<file path="src/rtl/noc_pkg.sv">
// Shared types and constants for the four-input round-robin arbiter-merge.
package noc_pkg;

    localparam int unsigned PKT_WIDTH  = 33;
    localparam int unsigned NUM_REQ    = 4;
    localparam int unsigned REQ_IDW    = 2;
    localparam int unsigned CNT_W      = 16;
    localparam int unsigned FIFO_DEPTH = 2;

    typedef logic [PKT_WIDTH-1:0] pkt_t;
    typedef logic [REQ_IDW-1:0]   req_id_t;
    typedef logic [CNT_W-1:0]     cnt_t;

    // Buffered packet together with the requester it came from.
    typedef struct packed {
        req_id_t src;
        pkt_t    data;
    } entry_t;

    function automatic cnt_t sat_inc(input cnt_t v);
        return (v == '1) ? v : v + CNT_W'(1);
    endfunction

endpackage

</file>
<file path="src/rtl/fifo2.sv">
// Two-entry packet buffer; head is read straight from the storage registers.
module fifo2
    import noc_pkg::*;
(
    input  logic       clk,
    input  logic       rst_n,
    input  logic       push_i,
    input  logic       pop_i,
    input  entry_t     wdata_i,
    output entry_t     head_o,
    output logic [1:0] count_o
);

    entry_t     mem_q [FIFO_DEPTH];
    logic       head_q, head_d;
    logic       tail_q, tail_d;
    logic [1:0] count_q, count_d;
    logic       do_push, do_pop;

    always_comb begin
        do_push = push_i && (count_q != 2'(FIFO_DEPTH));
        do_pop  = pop_i && (count_q != 2'd0);
        head_d  = head_q ^ do_pop;
        tail_d  = tail_q ^ do_push;
        unique case ({do_push, do_pop})
            2'b10:   count_d = count_q + 2'd1;
            2'b01:   count_d = count_q - 2'd1;
            default: count_d = count_q;
        endcase
    end

    always_ff @(posedge clk or negedge rst_n) begin
        if (!rst_n) begin
            head_q  <= 1'b0;
            tail_q  <= 1'b0;
            count_q <= 2'd0;
            for (int unsigned i = 0; i < FIFO_DEPTH; i++) begin
                mem_q[i] <= '0;
            end
        end else begin
            head_q  <= head_d;
            tail_q  <= tail_d;
            count_q <= count_d;
            if (do_push) begin
                mem_q[tail_q] <= wdata_i;
            end
        end
    end

    assign head_o  = mem_q[head_q];
    assign count_o = count_q;

endmodule

</file>
<file path="src/rtl/rr_arbiter4.sv">
// Four-way rotating-priority selector; scan starts at ptr_i and wraps.
module rr_arbiter4
    import noc_pkg::*;
(
    input  logic [NUM_REQ-1:0] req_i,
    input  req_id_t            ptr_i,
    input  logic               enable_i,
    output logic [NUM_REQ-1:0] grant_c_o,
    output req_id_t            winner_c_o
);

    req_id_t scan_idx;
    logic    found;

    always_comb begin
        grant_c_o  = '0;
        winner_c_o = '0;
        scan_idx   = '0;
        found      = 1'b0;
        for (int unsigned k = 0; k < NUM_REQ; k++) begin
            scan_idx = ptr_i + REQ_IDW'(k);
            if (!found && req_i[scan_idx]) begin
                found      = 1'b1;
                winner_c_o = scan_idx;
            end
        end
        if (enable_i && found) begin
            grant_c_o[winner_c_o] = 1'b1;
        end
    end

endmodule

</file>
<file path="src/rtl/rr_arbiter_merge_four.sv">
// Round-robin merge of four requesters into one buffered, source-tagged output.
module rr_arbiter_merge_four
    import noc_pkg::*;
(
    input  logic                         clk,
    input  logic                         rst_n,
    input  logic [NUM_REQ-1:0]           in_valid,
    output logic [NUM_REQ-1:0]           in_ready,
    input  logic [NUM_REQ*PKT_WIDTH-1:0] in_data,
    output logic                         out_valid,
    input  logic                         out_ready,
    output pkt_t                         out_data,
    output req_id_t                      out_src,
    output logic [NUM_REQ*CNT_W-1:0]     grant_cnt
);

    req_id_t            ptr_q, ptr_d;
    cnt_t               cnt_q [NUM_REQ];
    cnt_t               cnt_d [NUM_REQ];
    logic [NUM_REQ-1:0] grant_c;
    req_id_t            winner_c;
    logic               arb_en_c;
    logic               push_c;
    logic               pop_c;
    pkt_t               win_pkt_c;
    entry_t             head;
    logic [1:0]         fifo_count;

    // Ready depends only on occupancy, never on out_ready; reset forces it low.
    assign arb_en_c = rst_n && (fifo_count != 2'(FIFO_DEPTH));

    rr_arbiter4 u_arb (
        .req_i      (in_valid),
        .ptr_i      (ptr_q),
        .enable_i   (arb_en_c),
        .grant_c_o  (grant_c),
        .winner_c_o (winner_c)
    );

    assign in_ready = grant_c;
    assign push_c   = |grant_c;
    assign pop_c    = out_valid && out_ready;

    always_comb begin
        win_pkt_c = '0;
        for (int unsigned i = 0; i < NUM_REQ; i++) begin
            if (grant_c[i]) begin
                win_pkt_c = in_data[i*PKT_WIDTH +: PKT_WIDTH];
            end
        end
    end

    fifo2 u_fifo (
        .clk     (clk),
        .rst_n   (rst_n),
        .push_i  (push_c),
        .pop_i   (pop_c),
        .wdata_i ('{src: winner_c, data: win_pkt_c}),
        .head_o  (head),
        .count_o (fifo_count)
    );

    assign out_valid = (fifo_count != 2'd0);
    assign out_data  = head.data;
    assign out_src   = head.src;

    // Pointer moves past the winner only on an accepted packet.
    always_comb begin
        ptr_d = ptr_q;
        if (push_c) begin
            ptr_d = winner_c + REQ_IDW'(1);
        end
        for (int unsigned i = 0; i < NUM_REQ; i++) begin
            cnt_d[i] = grant_c[i] ? sat_inc(cnt_q[i]) : cnt_q[i];
        end
    end

    always_ff @(posedge clk or negedge rst_n) begin
        if (!rst_n) begin
            ptr_q <= '0;
            for (int unsigned i = 0; i < NUM_REQ; i++) begin
                cnt_q[i] <= '0;
            end
        end else begin
            ptr_q <= ptr_d;
            for (int unsigned i = 0; i < NUM_REQ; i++) begin
                cnt_q[i] <= cnt_d[i];
            end
        end
    end

    always_comb begin
        grant_cnt = '0;
        for (int unsigned i = 0; i < NUM_REQ; i++) begin
            grant_cnt[i*CNT_W +: CNT_W] = cnt_q[i];
        end
    end

endmodule

</file>
<file path="config.mk">
export PLATFORM = sky130hd
export DESIGN_NAME = rr_arbiter_merge_four
export DESIGN_NICKNAME = d
export VERILOG_FILES = /design/src/rtl/noc_pkg.sv /design/src/rtl/fifo2.sv /design/src/rtl/rr_arbiter4.sv /design/src/rtl/rr_arbiter_merge_four.sv
export SDC_FILE = /design/constraint.sdc
export NUM_CORES = 1
export LEC_CHECK = 0
export ABC_AREA = 0
export BUFFER_PORTS_ARGS = -buffer_cell sky130_fd_sc_hd__buf_2
export CAP_MARGIN = 10
export CORE_ASPECT_RATIO = 0.8
export CORE_MARGIN = 5
export CORE_UTILIZATION = 50
export CTS_CLUSTER_DIAMETER = 120
export DETAILED_ROUTE_END_ITERATION = 6
export PLACE_DENSITY = 0.8
export SLEW_MARGIN = 20
export SYNTH_ARGS = -nofsm -noshare
export SYNTH_HDL_FRONTEND = slang
export SYNTH_SLANG_ARGS = --single-unit
</file>
<file path="constraint.sdc">
create_clock -name clk -period 6.85 [get_ports clk]
set_input_delay 2.055 -clock clk [delete_from_list [all_inputs] [get_ports clk]]
set_output_delay 2.055 -clock clk [all_outputs]
set_load 0.05 [all_outputs]
</file>
# == Word-level counts from Yosys, hierarchy flattened ==
# Cells that the tools add are included.
# Widths: inputs -> output; s select.
# classes
addsub,10
magnitude_cmp,9
eq_ne,7
n_mux,30
bitwise_logic,8
reduce_logical,20
# ops
op,n
$mux 35,4
$mux 33,4
$bwmux 70,1
$add 16x1->16 const B,4
$eq 16x16->1 const B,4
$demux 35 s1,1
$lt 2x3->1 const B,5
$logic_and 1x1->1,10
$mux 1,9
$bmux 1 s2,4
$mux 2,4
$reduce_and 2->1,4
$add 2x1->2 const B,3
$add 2x2->2 const B,2
$ge 2x2->1 const B,2
$mux 4,1
$not 1->1,4
$not 1->2,2
$pmux 2 s2,1
$reduce_bool 2->1,2
$reduce_or 4->1,1
$logic_not 1->1,3
$demux 1 s2,1
$eq 2x1->1 const B,1
other kinds (6),7
# word_totals
register_bits,140
wordCells,96

# == Longest topological paths before layout ==
# depth
ltp_word,22
ltp_mapped,13

# == Cells and area by module ==
# A second synthesis with hierarchy kept.
# unflattened
cells_unflattened,684
hier_area_um2,8000.2
# by_module_without_submodules
mod,instances,cells_per_inst,area_per_inst_um2
rr_arbiter_merge_four,1,463,4179.0
fifo2,1,205,3686.0
rr_arbiter4,1,16,135.1

# == Worst setup path after synthesis ==
# OpenSTA, ideal clock, no wires.
# synth_path
path_type,input-to-output
from,input in_valid[2]
to,output in_ready[1]
arrival_ns,3.850
t_required_ns,4.795
setup_slack_ns,0.945
path_stages,7
n_path_buf,1
path_cell_list,mux2i_1 nor2_1 a311oi_1 ha_1 clkbuf_1 nand4_1 inv_1
# synth_between
elab_chain_len,17
word_cells_on_any_way,29
# synth_lines
item,line,rtl
start: declaration,rr_arbiter_merge_four.sv:7,"input logic [NUM_REQ-1:0] in_valid,"
$bmux 1 s2,rr_arbiter4.sv:22,if (!found && req_i[scan_idx]) begin
$mux 1 (implied by the code),rr_arbiter4.sv:22,
$mux 1,rr_arbiter4.sv:22,
$logic_not 1->1,rr_arbiter4.sv:22,
$logic_and 1x1->1,rr_arbiter4.sv:22,
$mux 1,rr_arbiter4.sv:22,
$logic_not 1->1,rr_arbiter4.sv:22,
$logic_and 1x1->1,rr_arbiter4.sv:22,
(+2 left out),--,
$logic_and 1x1->1,rr_arbiter4.sv:22,
$mux 2 *,rr_arbiter4.sv:22,
via u_arb.winner_c_o[0],rr_arbiter4.sv:9,output req_id_t winner_c_o
$lt 2x3->1 (implied by the code) or $ge 2x1->1 (tied branches),rr_arbiter4.sv:28,grant_c_o[winner_c_o] = 1'b1;
$logic_and 1x1->1 (implied by the code),rr_arbiter4.sv:28,
$mux 1 (implied by the code),rr_arbiter4.sv:28,
$demux 1 s2 *,--,
$mux 4 *,rr_arbiter4.sv:27,if (enable_i && found) begin
end: declaration,rr_arbiter_merge_four.sv:8,"output logic [NUM_REQ-1:0] in_ready,"
# Mark *: on every way through the listed nets, which the timed path passes. The rest lies on a longest branch. The select of a mux whose other input is x is not followed.

# == Final worst setup path ==
# layout_path
from,input in_valid[0]
to,output in_ready[3]
# Same word-level chain as after synthesis.

==> impl_metrics.ini <==
[status]
status = complete, no violations

[clock_tree]
root_buffer = clkbuf_16
path_clk_slew_ps = 60
ctsResizeCount = 0
postCtsSetupBuffers = 0
clockBufferDepth = 2
cts_tree = built
numCtsBuffers = 17
ctsHoldBuffers = 0
htree_levels = 4
clk_latency_ps = 410
cts_sinks = 140

[floorplanning]
die_w_um = 148
ioPinCount = 243
core_area_mm2 = 0.0150
floorplan.initialDensity = 0.509
dieArea_mm2 = 0.0179
rows = 40
fp.dieH_um = 121

[worst_setup_path]
worst_setup_path_end_kind = output port
arrival_ps = 4190
cp-start-kind = input port
critPathMaxFanout = 6
setup.worst_path.class = in -> out
required_ps = 4800
ff2ff_setup_slack_ps = 3010

[finish]
final_cell_area_mm2 = 0.00962
num_antenna_cells = 0
syn_to_final_growth_pct = 25.8
nFillCells = 1186
drive_above_1_share = 0.513
ff_latch_area_mm2 = 0.00350
multiInputGateArea_mm2 = 0.00392
fin_nets = 1047
final_common_cell = buf_2
most-common-layout-cells = buf_2, dfrtp_1, mux2_2, a21oi_1, xnor2_1

[detailed_routing]
wire_per_inst_um = 18.1
ant_nets = 0
vias = 6175
vias_per_cell = 5.62
drcViolationCount = 0
wl_mm = 19.8
initialDrtViolationCount = 240
drtPass1Iterations = 4

[global_route]
grt_max_degree = 74
overflow = 0
grt_pass1_wl_mm = 31.5
grt_pass1_vias = 6114
antenna_found_initial = 0
grt.total_usage = 0.220

[timing]
max_freq_ghz = 0.160
period_needed_ps = 6250
fin_crit_sh = 0.912
drv_slew = 0
hold_violations = 0
finalSetupViolCount = 0
tightest_slew_ps = 978
max_slew_margin = 0.348
skew_ps = 6.34
fin_ws_ps = 600
tns_ps = 0
rsz0062_at_grt = no
worst_hold_slack_ps = 494

[place]
dpl-instance-area_mm2 = 0.00901
hpwl_mm = 14.3
place_ws_ps = 638
portBuffers = 242
routabilityCongestion = 0.835

[synth]
yosysWarnings = 0
synth.distinct_cells = 45
synthTopCellsByArea = dfrtp_1, mux2_2, o221ai_2
syn_inst = 662
synth_top_area_cell = dfrtp_1
synth_seq_cells = 140
async_reset_ff_frac = 1.00
seq_area_frac_synth = 0.458
yosysTopAreaCellShare = 0.458
syn_nets = 812
synth_edf_count = 0
ys.flop_type = dfrtp_1
syn_area_per_cell_um2 = 11.5
syn_area_mm2 = 0.00765

[hold_path]
min_path_type = reg -> reg

[power]
p_per_area_mw_per_mm2 = 434
power_leakage_nw = 4.72
ir_worst_vdd_uv = 431

[run]
maxCapViolCount = 0
-- flip-flops by register name (all words and copies together), names as in the netlist --
name / count
u_fifo.count_o: 2
ptr_q: 2
u_fifo.mem_q: 70
u_fifo.tail_q: 1
grant_cnt: 64
u_fifo.head_q: 1
-- final cells by class --
type                            count  share of cell area
Multi-Input combinational cell    470               0.407
Inverter                           16             0.00625
Clock inverter                      9              0.0115
Sequential cell                   140               0.364
Clock buffer                       22              0.0514
Timing Repair Buffer              252               0.134
Tap cell                          189              0.0246
-- cell usage after synthesis, types with 4 or more instances --
| library cell | number |
|---|---|
| xor2_1 | 17 |
| nor3_1 | 6 |
| mux2_2 | 111 |
| inv_1 | 15 |
| nand4_1 | 29 |
| and3_1 | 40 |
| nand2_1 | 27 |
| and2_1 | 5 |
| a21oi_2 | 28 |
| a21oi_1 | 44 |
| nand3_1 | 20 |
| o221ai_1 | 5 |
| o221ai_2 | 28 |
| buf_1 | 4 |
| buf_6 | 4 |
| dfrtp_1 | 140 |
| ha_1 | 11 |
| nor4_1 | 5 |
| clkbuf_1 | 22 |
| xnor2_1 | 42 |
| nor2_1 | 23 |
-- critical path, stage by stage --
cell	delay [ps]
buf_2	120
mux2i_1	120
nor2_1	50
a311oi_1	680
ha_1	420
nand4_1	290
inv_1	160
buf_2	280
-- through the flow --
step / utilization / std cells / total power [W]
2_1_floorplan: - / 662 / 0.00278
3_3_place_gp: 0.600 / 1067 / 0.00324
3_5_place_dp: 0.600 / 1067 / 0.00328
4_1_cts: 0.640 / 1098 / 0.00421
5_1_grt: 0.640 / 1098 / 0.00439
6_report: 0.640 / 1098 / 0.00417
-- final timing paths --
check                                     to         startpoint  cells past startpoint
setup / recovery                 in_ready[3]        in_valid[0]                      8
min in group asynchronous      grant_cnt[54]              rst_n                      1
setup reg to reg            u_fifo.mem_q[30]           ptr_q[1]                     10
hold / removal             u_fifo.count_o[1]  u_fifo.count_o[1]                      1
hold reg to reg            u_fifo.count_o[1]  u_fifo.count_o[1]                      1
max in group asynchronous   u_fifo.mem_q[19]              rst_n                      2
-- where the power goes --
group          internal, W  leakage [nW]  total [W]  switching, W
Clock             0.000583         0.291   0.000917      0.000335
Sequential         0.00105          1.86    0.00126      0.000203
Combinational     0.000697          2.57    0.00200       0.00130
-- metal layers --
metal  routed length (um)  track usage  up-vias  part of all wire
li1                     -            -     2926                 -
met1                 8800        0.288     3023              0.44
met2                 9360        0.356      200              0.47
met3                 1340       0.0577       26             0.068
met4                  320       0.0716        0             0.016
met5                    0            0        -                 0
-- cells by family after synthesis --
logic type                 synth area share
AOI/OAI and AO/OA                     0.135
buffers and inverters                0.0314
DFF                                   0.458
adders and majority gates            0.0180
xor gates and xnor gates             0.0676
and+or+nand+nor                       0.123
muxes                                 0.167
No activity file was read; power rests on OpenSTA's default activity.
